`src/rtl/uart_pkg.sv`:
```
`timescale 1ns/1ps
`default_nettype none
// ============================================================================
//  Module      : uart_pkg
//  Description : Shared constants and helpers for the 8N1 UART transmitter:
//                baud-select encodings, frame length, divisor and frame-bit
//                lookup functions.
//  Revision    : 1.0 - initial release
// ============================================================================
package uart_pkg;

  // Run-time baud-select encodings (5..7 fall back to 9600)
  localparam logic [2:0] BAUD_9600   = 3'd0;
  localparam logic [2:0] BAUD_19200  = 3'd1;
  localparam logic [2:0] BAUD_38400  = 3'd2;
  localparam logic [2:0] BAUD_57600  = 3'd3;
  localparam logic [2:0] BAUD_115200 = 3'd4;

  // start + 8 data + stop
  localparam int unsigned UART_FRAME_BITS = 10;

  // Clocks per bit for a given select, integer-truncated
  function automatic int unsigned baud_div(input int unsigned clk_freq,
                                           input logic [2:0]  sel);
    int unsigned div;
    case (sel)
      BAUD_19200:  div = clk_freq / 19200;
      BAUD_38400:  div = clk_freq / 38400;
      BAUD_57600:  div = clk_freq / 57600;
      BAUD_115200: div = clk_freq / 115200;
      default:     div = clk_freq / 9600;
    endcase
    return div;
  endfunction

  // Line level for bit slot idx: 0 = start, 1..8 = data LSB first, 9+ = stop
  function automatic logic frame_bit(input logic [7:0] data,
                                     input logic [3:0] idx);
    logic       bit_val;
    logic [2:0] data_idx;
    data_idx = 3'(idx - 4'd1);
    if (idx == 4'd0) begin
      bit_val = 1'b0;
    end else if (idx <= 4'd8) begin
      bit_val = data[data_idx];
    end else begin
      bit_val = 1'b1;
    end
    return bit_val;
  endfunction

endpackage : uart_pkg
`default_nettype wire

```
`src/rtl/uart_baud_gen.sv`:
```
`timescale 1ns/1ps
`default_nettype none
// ============================================================================
//  Module      : uart_baud_gen
//  Description : Bit-period divider. Counts 0..DIV-1 while enabled and emits
//                a one-cycle bit_tick in the last clock of each bit period.
//                The counter is held at zero while disabled so every frame
//                starts with a full-length first bit.
//  Revision    : 1.0 - initial release
// ============================================================================
import uart_pkg::*;

module uart_baud_gen #(
  parameter int unsigned CLK_FREQ = 50_000_000
) (
  input  logic       Clk,
  input  logic       Rst_n,
  input  logic [2:0] baud_sel,
  input  logic       enable,
  output logic       bit_tick
);

  // Wide enough for the slowest (largest) divisor
  localparam int unsigned DIV_W = $clog2(CLK_FREQ / 9600 + 1);

  logic [DIV_W-1:0] cnt_q;
  logic [DIV_W-1:0] cnt_d;
  logic [DIV_W-1:0] div_m1;

  assign div_m1   = DIV_W'(baud_div(CLK_FREQ, baud_sel) - 1);
  assign bit_tick = enable && (cnt_q == div_m1);

  // Next divider count: clear when idle or on wrap, else increment
  always_comb begin
    cnt_d = cnt_q;
    if (!enable || bit_tick) begin
      cnt_d = '0;
    end else begin
      cnt_d = cnt_q + 1'b1;
    end
  end

  // Divider register
  always_ff @(posedge Clk or negedge Rst_n) begin
    if (!Rst_n) begin
      cnt_q <= '0;
    end else begin
      cnt_q <= cnt_d;
    end
  end

endmodule : uart_baud_gen
`default_nettype wire

```
`src/rtl/uart_byte_tx_core.sv`:
```
`timescale 1ns/1ps
`default_nettype none
// ============================================================================
//  Module      : uart_byte_tx_core
//  Description : 8N1 UART byte transmitter. A send_en strobe while idle
//                latches data_byte and baud_set and shifts out start, eight
//                data bits LSB first and stop. Tx_Done pulses for one cycle
//                as the stop bit completes; uart_state flags a busy frame.
//  Revision    : 1.0 - initial release
// ============================================================================
import uart_pkg::*;

module uart_byte_tx_core #(
  parameter int unsigned CLK_FREQ = 50_000_000
) (
  input  logic       Clk,
  input  logic       Rst_n,
  input  logic [7:0] data_byte,
  input  logic       send_en,
  input  logic [2:0] baud_set,
  output logic       Rs232_Tx,
  output logic       Tx_Done,
  output logic       uart_state
);

  localparam logic [0:0] ST_IDLE = 1'b0;
  localparam logic [0:0] ST_SEND = 1'b1;

  localparam logic [3:0] LAST_IDX = 4'(UART_FRAME_BITS - 1);

  logic [0:0] state_q, state_d;
  logic [7:0] data_q,  data_d;
  logic [2:0] baud_q,  baud_d;
  logic [3:0] idx_q,   idx_d;
  logic       tx_q,    tx_d;
  logic       done_q,  done_d;

  logic       bit_tick;
  logic       accept;
  logic       last_tick;

  assign accept    = (state_q == ST_IDLE) && send_en;
  assign last_tick = (state_q == ST_SEND) && bit_tick && (idx_q == LAST_IDX);

  // Bit-period divider runs only while a frame is in flight
  uart_baud_gen #(
    .CLK_FREQ (CLK_FREQ)
  ) u_baud_gen (
    .Clk      (Clk),
    .Rst_n    (Rst_n),
    .baud_sel (baud_q),
    .enable   (state_q == ST_SEND),
    .bit_tick (bit_tick)
  );

  // State register
  always_ff @(posedge Clk or negedge Rst_n) begin
    if (!Rst_n) begin
      state_q <= ST_IDLE;
    end else begin
      state_q <= state_d;
    end
  end

  // Next state: start on an accepted strobe, return after the stop bit
  always_comb begin
    state_d = state_q;
    case (state_q)
      ST_IDLE: if (accept)    state_d = ST_SEND;
      ST_SEND: if (last_tick) state_d = ST_IDLE;
      default:                state_d = ST_IDLE;
    endcase
  end

  // Datapath next values: latch on accept, step the bit index on each tick
  always_comb begin
    data_d = data_q;
    baud_d = baud_q;
    idx_d  = idx_q;
    tx_d   = tx_q;
    done_d = 1'b0;
    if (accept) begin
      data_d = data_byte;
      baud_d = baud_set;
      idx_d  = 4'd0;
      tx_d   = 1'b0;
    end else if ((state_q == ST_SEND) && bit_tick) begin
      if (last_tick) begin
        idx_d  = 4'd0;
        tx_d   = 1'b1;
        done_d = 1'b1;
      end else begin
        idx_d = idx_q + 4'd1;
        tx_d  = frame_bit(data_q, idx_q + 4'd1);
      end
    end
  end

  // Datapath and output registers; the line idles high
  always_ff @(posedge Clk or negedge Rst_n) begin
    if (!Rst_n) begin
      data_q <= 8'h00;
      baud_q <= 3'd0;
      idx_q  <= 4'd0;
      tx_q   <= 1'b1;
      done_q <= 1'b0;
    end else begin
      data_q <= data_d;
      baud_q <= baud_d;
      idx_q  <= idx_d;
      tx_q   <= tx_d;
      done_q <= done_d;
    end
  end

  assign Rs232_Tx   = tx_q;
  assign Tx_Done    = done_q;
  assign uart_state = state_q[0];

endmodule : uart_byte_tx_core
`default_nettype wire

```
`config.mk`:
```
export PLATFORM = sky130hd
export DESIGN_NAME = uart_byte_tx_core
export DESIGN_NICKNAME = d
export VERILOG_FILES = /design/src/rtl/uart_pkg.sv /design/src/rtl/uart_baud_gen.sv /design/src/rtl/uart_byte_tx_core.sv
export SDC_FILE = /design/constraint.sdc
export NUM_CORES = 1
export LEC_CHECK = 0
export CAP_MARGIN = 20
export CORE_MARGIN = 2
export CORE_UTILIZATION = 50
export DETAILED_ROUTE_END_ITERATION = 6
export PLACE_DENSITY = 0.69
export RECOVER_POWER = 25
export SYNTH_ARGS = -nofsm -noshare
export SYNTH_HDL_FRONTEND = slang
export SYNTH_SLANG_ARGS = --single-unit
```
`constraint.sdc`:
```
create_clock -name Clk -period 3.98 [get_ports Clk]
set_input_delay 0.796 -clock Clk [delete_from_list [all_inputs] [get_ports Clk]]
set_output_delay 0.796 -clock Clk [all_outputs]
set_load 0.01 [all_outputs]
```
==> out/qor.csv, run 1 <==
stage,metric,value,unit
sta,tns,0,ps
global_routing,grt_pass1_wl,6700,um
routing,dr_wl_met3,107,um
sta,skew,15.9,ps
power,peakVddDrop,0.304,mV
cts,cts_max_path_buffers,2,
yosys,synth_flop_cell,dfrtp_1,
final_layout,antenna_cells,0,
floorplan,start_util,0.528,
hold_path,whs_path_depth,2,
cts,cts_tree,yes,
floorplan,die_w,63.8,um
sta,hold_viol,0,
power,total_leakage_power,0.942,nW
power,p_per_area,472,nW/um^2
yosys,synth.largest_area_cell,dfrtp_1,
floorplan,rows,21,
status,status,finished with violations,
yosys,synth_top_area_frac,0.419,
global_routing,grt_usage,0.214,
yosys,synth_cells,193,
critical_path,start_kind,flop,
sta,rsz0062_at_grt,no,
yosys,yosysMostFrequentCell,nand2_1,
cts,cts_root_buffer,clkbuf_4,
sta,setup_slack,1020,ps
cts,cts_setup_buffers,0,
cts,cts_max_level,2,
floorplan,die-height,63.8,um
cts,clk_pin_slew,100,ps
global_routing,overflow,0,
yosys,synth_seq_cells,31,
yosys,synth_common_cells,"nand2_1 (43), dfrtp_1 (30), nor2_1 (13)",
hold_path,hold-path-endpoint,data_q[3]$_DFFE_PN0P_,
cts,cts_hold_buf,0,
sta,fmax,0.338,GHz
place,numPortBuffers,16,
final_layout,fillers,288,
yosys,synth_edf_count,0,
routing,met2_length,1940,um
critical_path,path_class,reg -> reg,
hold_path,hp-class,reg -> reg,
cts,numCtsBuffers,5,
global_routing,antenna_found_initial,0,
critical_path,rrSetupSlack,1020,ps
place,gp_congestion,0.904,
cts,clock_sinks,31,
critical_path,path_max_fanout,17,
critical_path,cp_slowest_stage_delay,630,ps
critical_path,crit_chain,"nor2b_1, o21ai_0, ha_1, xor2_1, o2111a_1, nand4_1, nor4_4, nand2b_1, nor2_1",
yosys,synth_area,1790,sq um
flow_run,max-cap-violations,1,
routing,highest_layer,met4,
critical_path,timing.rr.end,u_baud_gen.cnt_q[2]$_DFF_PN0_,
critical_path,r2r_cells,9,
global_routing,grt_max_degree,32,
final_layout,syn2layout_area_growth,14.7,%
sta,min_period_over_period,0.744,
yosys,async_flop_share,1.00,
routing,ant_nets,0,
sta,worst_pin_slew,1650,ps
routing,vias_per_cell,5.53,
routing,drt-total-wl,3710,um
cts,insertion_delay,340,ps
floorplan,dieArea,4080,sq um
routing,drtIter0Drc,96,
yosys,synth-seq-area-share,0.434,
sta,min_period,2960,ps
final_layout,seqCellArea,777,sq um
power,finalPower,970,uW
floorplan,ioPinCount,17,
final_layout,multiInputGateArea,955,sq um
hold_path,hp-start,data_q[3]$_DFFE_PN0P_,
routing,met1Wirelength,1580,um
critical_path,regToRegStartpoint,baud_q[1]$_DFFE_PN0P_,
yosys,synth_fp_nets,211,
global_routing,first_global_vias,1417,
routing,wl_per_cell,14.5,um
routing,drc,0,
yosys,syn_avg_cell_area,9.28,sq um
final_layout,fin_nets,227,
routing,drt-pass1-iter-count,4,
final_layout,drive_above_1_share,0.0714,
floorplan,core-area,3390,sq um
cts,cts_resized,0,
critical_path,end_kind,flop,
critical_path,cp_slowest_cell,dfrtp_1,
routing,routed-via-count,1416,
place,hpwl,2720,um
yosys,synth_warnings,0,
yosys,synth_area_leaders,"dfrtp_1 (42%), nand2_1 (9.0%), xor2_1 (4.9%)",
sta,slew_headroom,-0.100,
sta,final-max-slew-violation-count,32,
sta,setup-violations-final,0,
status,violations,"max-capacitance violations, max-slew violations",
critical_path,required,4200,ps
place,place_ws,1040,ps
critical_path,cp.arrival,3180,ps
yosys,yosysUniqueCellTypes,47,
## cells by family (layout without fill, tap and decap cells)
logic type,count (synthesis),count (layout),share of synthesized area
muxes,6,6,0.0475
AOI/OAI and AO/OA,23,23,0.0957
xor gates and xnor gates,14,14,0.0685
and+or+nand+nor,102,102,0.288
buffers and inverters,12,29,0.0328
adders and majority gates,5,5,0.0335
DFF,31,31,0.434
## flip-flops by register name, indices dropped and copies added, names as in the netlist
register,count
u_baud_gen.cnt_q,13
baud_q,3
Tx_Done,1
uart_state,1
data_q,8
Rs232_Tx,1
idx_q,4
## through the flow
stage          hold WS, ps  cell area (sq um)  cells   util
2_1_floorplan          440               1790    193      -
3_3_place_gp           453               1970    248  0.582
3_5_place_dp           464               1970    248  0.582
4_1_cts                486               2060    256  0.607
5_1_grt                510               2050    256  0.606
6_report               481               2050    256  0.606
## worst max path at each step
stage | cells past startpoint | start | slack [ps] | end
after floorplan | 11 | baud_q[2]$_DFFE_PN0P_ | 1550 | u_baud_gen.cnt_q[6]$_DFF_PN0_
after global placement | 9 | baud_q[1]$_DFFE_PN0P_ | 1200 | u_baud_gen.cnt_q[12]$_DFF_PN0_
after detailed placement | 9 | baud_q[1]$_DFFE_PN0P_ | 1040 | u_baud_gen.cnt_q[2]$_DFF_PN0_
after CTS | 9 | baud_q[1]$_DFFE_PN0P_ | 1020 | u_baud_gen.cnt_q[2]$_DFF_PN0_
after global routing | 9 | baud_q[1]$_DFFE_PN0P_ | 730 | u_baud_gen.cnt_q[7]$_DFF_PN0_
final | 9 | baud_q[1]$_DFFE_PN0P_ | 1020 | u_baud_gen.cnt_q[2]$_DFF_PN0_
## cell type report
type                            instances  area share
Multi-Input combinational cell        150       0.465
Sequential cell                        31       0.378
Timing Repair Buffer                   17      0.0798
Tap cell                               46      0.0280
Clock buffer                            6      0.0250
Clock inverter                          2      0.0171
Inverter                                4     0.00731
## worst max-delay path, delay by kind of cell, from the launching register on
family	cells	cell delay (ps)
and+or+nand+nor	5	1390
DFF	1	630
AOI/OAI and AO/OA	2	350
adders and majority gates	1	320
xor gates and xnor gates	1	150
## metal layers
metal,GRT usage,vias up
met5,0,-
met2,0.363,22
met4,0.0978,0
li1,-,699
met1,0.255,685
met3,0.0528,10
## cell usage in the layout (no fill, tap or decap), types with 2 or more instances in the layout
cell type	n
nand2_1	43
dfrtp_1	30
clkdlybuf4s50_1	15
nor2_1	13
xor2_1	10
nand2b_1	9
nand3_1	8
o21ai_0	6
and3_1	6
nor2b_1	5
clkbuf_4	5
inv_1	4
xnor2_1	4
mux2i_1	4
ha_1	4
and2_1	3
nor3_1	3
o211ai_1	3
a21oi_1	2
nand3b_1	2
mux4_2	2
## where the power goes
part | total (mW) | internal, mW | switching (mW)
Combinational | 0.247 | 0.128 | 0.119
Sequential | 0.465 | 0.370 | 0.0951
Clock | 0.258 | 0.148 | 0.110
Total | 0.970 | 0.646 | 0.324
Power figures use the tool's default switching activity.
==> run 2, diff against run 1 <==
PLACE_DENSITY = 0.72   (was 0.69)
clock period = 2.4 ns   (was 3.98 ns; I/O delays follow)
==> run 2 against run 1 <==
The flow now finishes without violations. Clock power increased by 69%. Total power up 73%. Fmax grew 25%. Global-route usage is 0.29 points lower. Non-clock buffer count up 12. Setup slack worse by 990 ps. Largest cell class unchanged.
==> out/qor.csv, run 2 (same netlist as run 1, synthesis figures left out) <==
stage,metric,value,unit,change
status,status,finished clean,,
routing,vias_per_cell,5.59,,+1.0%
final_layout,largest_reg_flops,13,,unchanged
sta,rsz0062_at_grt,yes,,
routing,drt-total-wl,3920,um,+5.6%
final_layout,fin_nets,240,,+5.7%
cts,cts_hold_buf,0,,unchanged
critical_path,required,2630,ps,-1570 ps
global_routing,grt_max_degree,32,,unchanged
final_layout,final_cell_area,2190,sq um,+6.7%
critical_path,cp_slowest_cell,a2111oi_0,,
sta,final-max-slew-violation-count,0,,-100%
cts,clock_sinks,31,,unchanged
cts,insertion_delay,340,ps,about the same
sta,hold_viol,0,,unchanged
sta,fmax,0.422,GHz,+25%
final_layout,drive_above_1_share,0.166,,+0.0945
cts,numCtsBuffers,5,,unchanged
place,gp_congestion,0.798,,-12%
sta,slew_headroom,0.491,,+0.591
power,finalPower,1.67,mW,+73%
critical_path,cp.arrival,2600,ps,-580 ps
routing,met2_length,2100,um,+8.3%
floorplan,dieArea,4080,sq um,unchanged
cts,cts_root_buffer,clkbuf_4,,
critical_path,rrSetupSlack,30,ps,-990 ps
floorplan,rows,21,,unchanged
final_layout,final_cells,269,,+5.1%
routing,routed-via-count,1503,,+6.1%
routing,wl_per_cell,14.6,um,+0.48%
flow_run,max-cap-violations,0,,-1
floorplan,core-area,3390,sq um,unchanged
final_layout,top_register,u_baud_gen.cnt_q,,
cts,cts_max_path_buffers,2,,unchanged
routing,highest_layer,met4,,
cts,clk_pin_slew,100,ps,about the same
global_routing,overflow,0,,unchanged
critical_path,timing.rr.end,idx_q[2]$_DFFE_PN0P_,,
routing,drtIter0Drc,122,,+27%
floorplan,start_util,0.528,,unchanged
hold_path,hold-path-endpoint,data_q[4]$_DFFE_PN0P_,,
hold_path,whs_path_depth,2,,unchanged
power,p_per_area,763,nW/um^2,+62%
routing,met1Wirelength,1620,um,+2.7%
global_routing,antenna_found_initial,0,,unchanged
critical_path,start_kind,flop,,
power,total_leakage_power,1.02,nW,+8.0%
hold_path,hp-class,reg -> reg,,
sta,min_period,2370,ps,-590 ps
final_layout,fillers,282,,-2.1%
place,hpwl,2740,um,+0.72%
cts,cts_max_level,2,,unchanged
critical_path,path_max_fanout,7,,-10
critical_path,cp_slowest_stage_delay,470,ps,-160 ps
critical_path,path_class,reg -> reg,,
floorplan,ioPinCount,17,,unchanged
routing,ant_nets,0,,unchanged
critical_path,crit_chain,"buf_6, buf_4, nand2b_1, a2111oi_0, o32ai_1, nor4_4, buf_4, nand3_1, mux2i_1",,
critical_path,cp_common_cell,buf_4,,
critical_path,startpoint,baud_q[1]$_DFFE_PN0P_,,
sta,setup-violations-final,0,,unchanged
sta,skew,2.68,ps,-13.2 ps
global_routing,first_global_vias,1562,,+10%
sta,tns,0,ps,unchanged
place,placed_area,2040,sq um,+3.7%
critical_path,r2r_cells,9,,unchanged
global_routing,grt_pass1_wl,6740,um,+0.63%
sta,worst_pin_slew,763,ps,-887 ps
critical_path,regToRegStartpoint,baud_q[1]$_DFFE_PN0P_,,
place,dpl.cell_count,256,,+3.2%
sta,setup_slack,28.3,ps,-990 ps
cts,cts_tree,yes,,
final_layout,final_common_cell,nand2_1,,
final_layout,final_cell_mix,"nand2_1 (43), dfrtp_1 (28), clkdlybuf4s50_1 (15), nor2_1 (12), buf_4 (11)",,
routing,drt-pass1-iter-count,4,,unchanged
final_layout,syn2layout_area_growth,22.4,%,
hold_path,hp-start,data_q[4]$_DFFE_PN0P_,,
global_routing,grt_usage,0.211,,-0.00289
routing,drc,0,,unchanged
floorplan,die-height,63.8,um,unchanged
power,peakVddDrop,0.387,mV,+28%
floorplan,die_w,63.8,um,unchanged
place,numPortBuffers,16,,unchanged
sta,min_period_over_period,0.988,,+0.244
final_layout,largestRegisters,"u_baud_gen.cnt_q: 13 flops, data_q: 8 flops, idx_q: 4 flops",,
final_layout,antenna_cells,0,,unchanged
routing,dr_wl_met3,139,um,+30%
place,place_ws,28.1,ps,-1010 ps
critical_path,end_kind,flop,,
run 2: worst max-delay path: cells and delay by family (launching register included):
kind / cells / cell delay (ps)
compound gates: 2 / 740
buf+inv: 3 / 480
flops: 1 / 430
mux: 1 / 150
simple gates: 3 / 470
run 2: metrics by stage:
step	hold slack (ps)	util
finish	486	0.647
detailed placement	467	0.603
global placement	456	0.603
CTS	491	0.629
global route	525	0.647
floorplan	184	-
run 2: routing by layer:
layer	GRT usage	up-vias
met1	0.227	747
li1	-	720
met2	0.388	28
met4	0.0870	0
met5	0	-
met3	0.0546	8
run 2: worst max-delay path by stage:
stage	depth (start not counted)	to	slack, ps
4_1_cts	8	idx_q[3]$_DFFE_PN0P_	6
2_1_floorplan	10	u_baud_gen.cnt_q[6]$_DFF_PN0_	30
5_1_grt	8	idx_q[3]$_DFFE_PN0P_	-150
6_report	9	idx_q[2]$_DFFE_PN0P_	30
3_3_place_gp	8	idx_q[3]$_DFFE_PN0P_	110
3_5_place_dp	8	idx_q[3]$_DFFE_PN0P_	30
run 2: cell type report:
type                    count  area (sq um)  share of cell area
inverters                   4          15.0             0.00685
flip-flops and latches     31           779               0.356
clock buffers               6          51.3              0.0234
repair buffers             29           259               0.118
multi-input cells         151           995               0.454
clock inverters             2          35.0              0.0160
well taps                  46          57.6              0.0263
run 2: repair_timing:
action	4_1_cts	5_1_grt
setup endpoints to repair	0	18
resized for setup	0	12
hold endpoints to repair	0	0
buffers inserted	0	5
run 2: power breakdown:
part / total, mW / switching (mW) / internal [mW]
Sequential: 0.745 / 0.130 / 0.615
Combinational: 0.494 / 0.240 / 0.254
Clock: 0.435 / 0.189 / 0.246
Total: 1.67 / 0.559 / 1.11
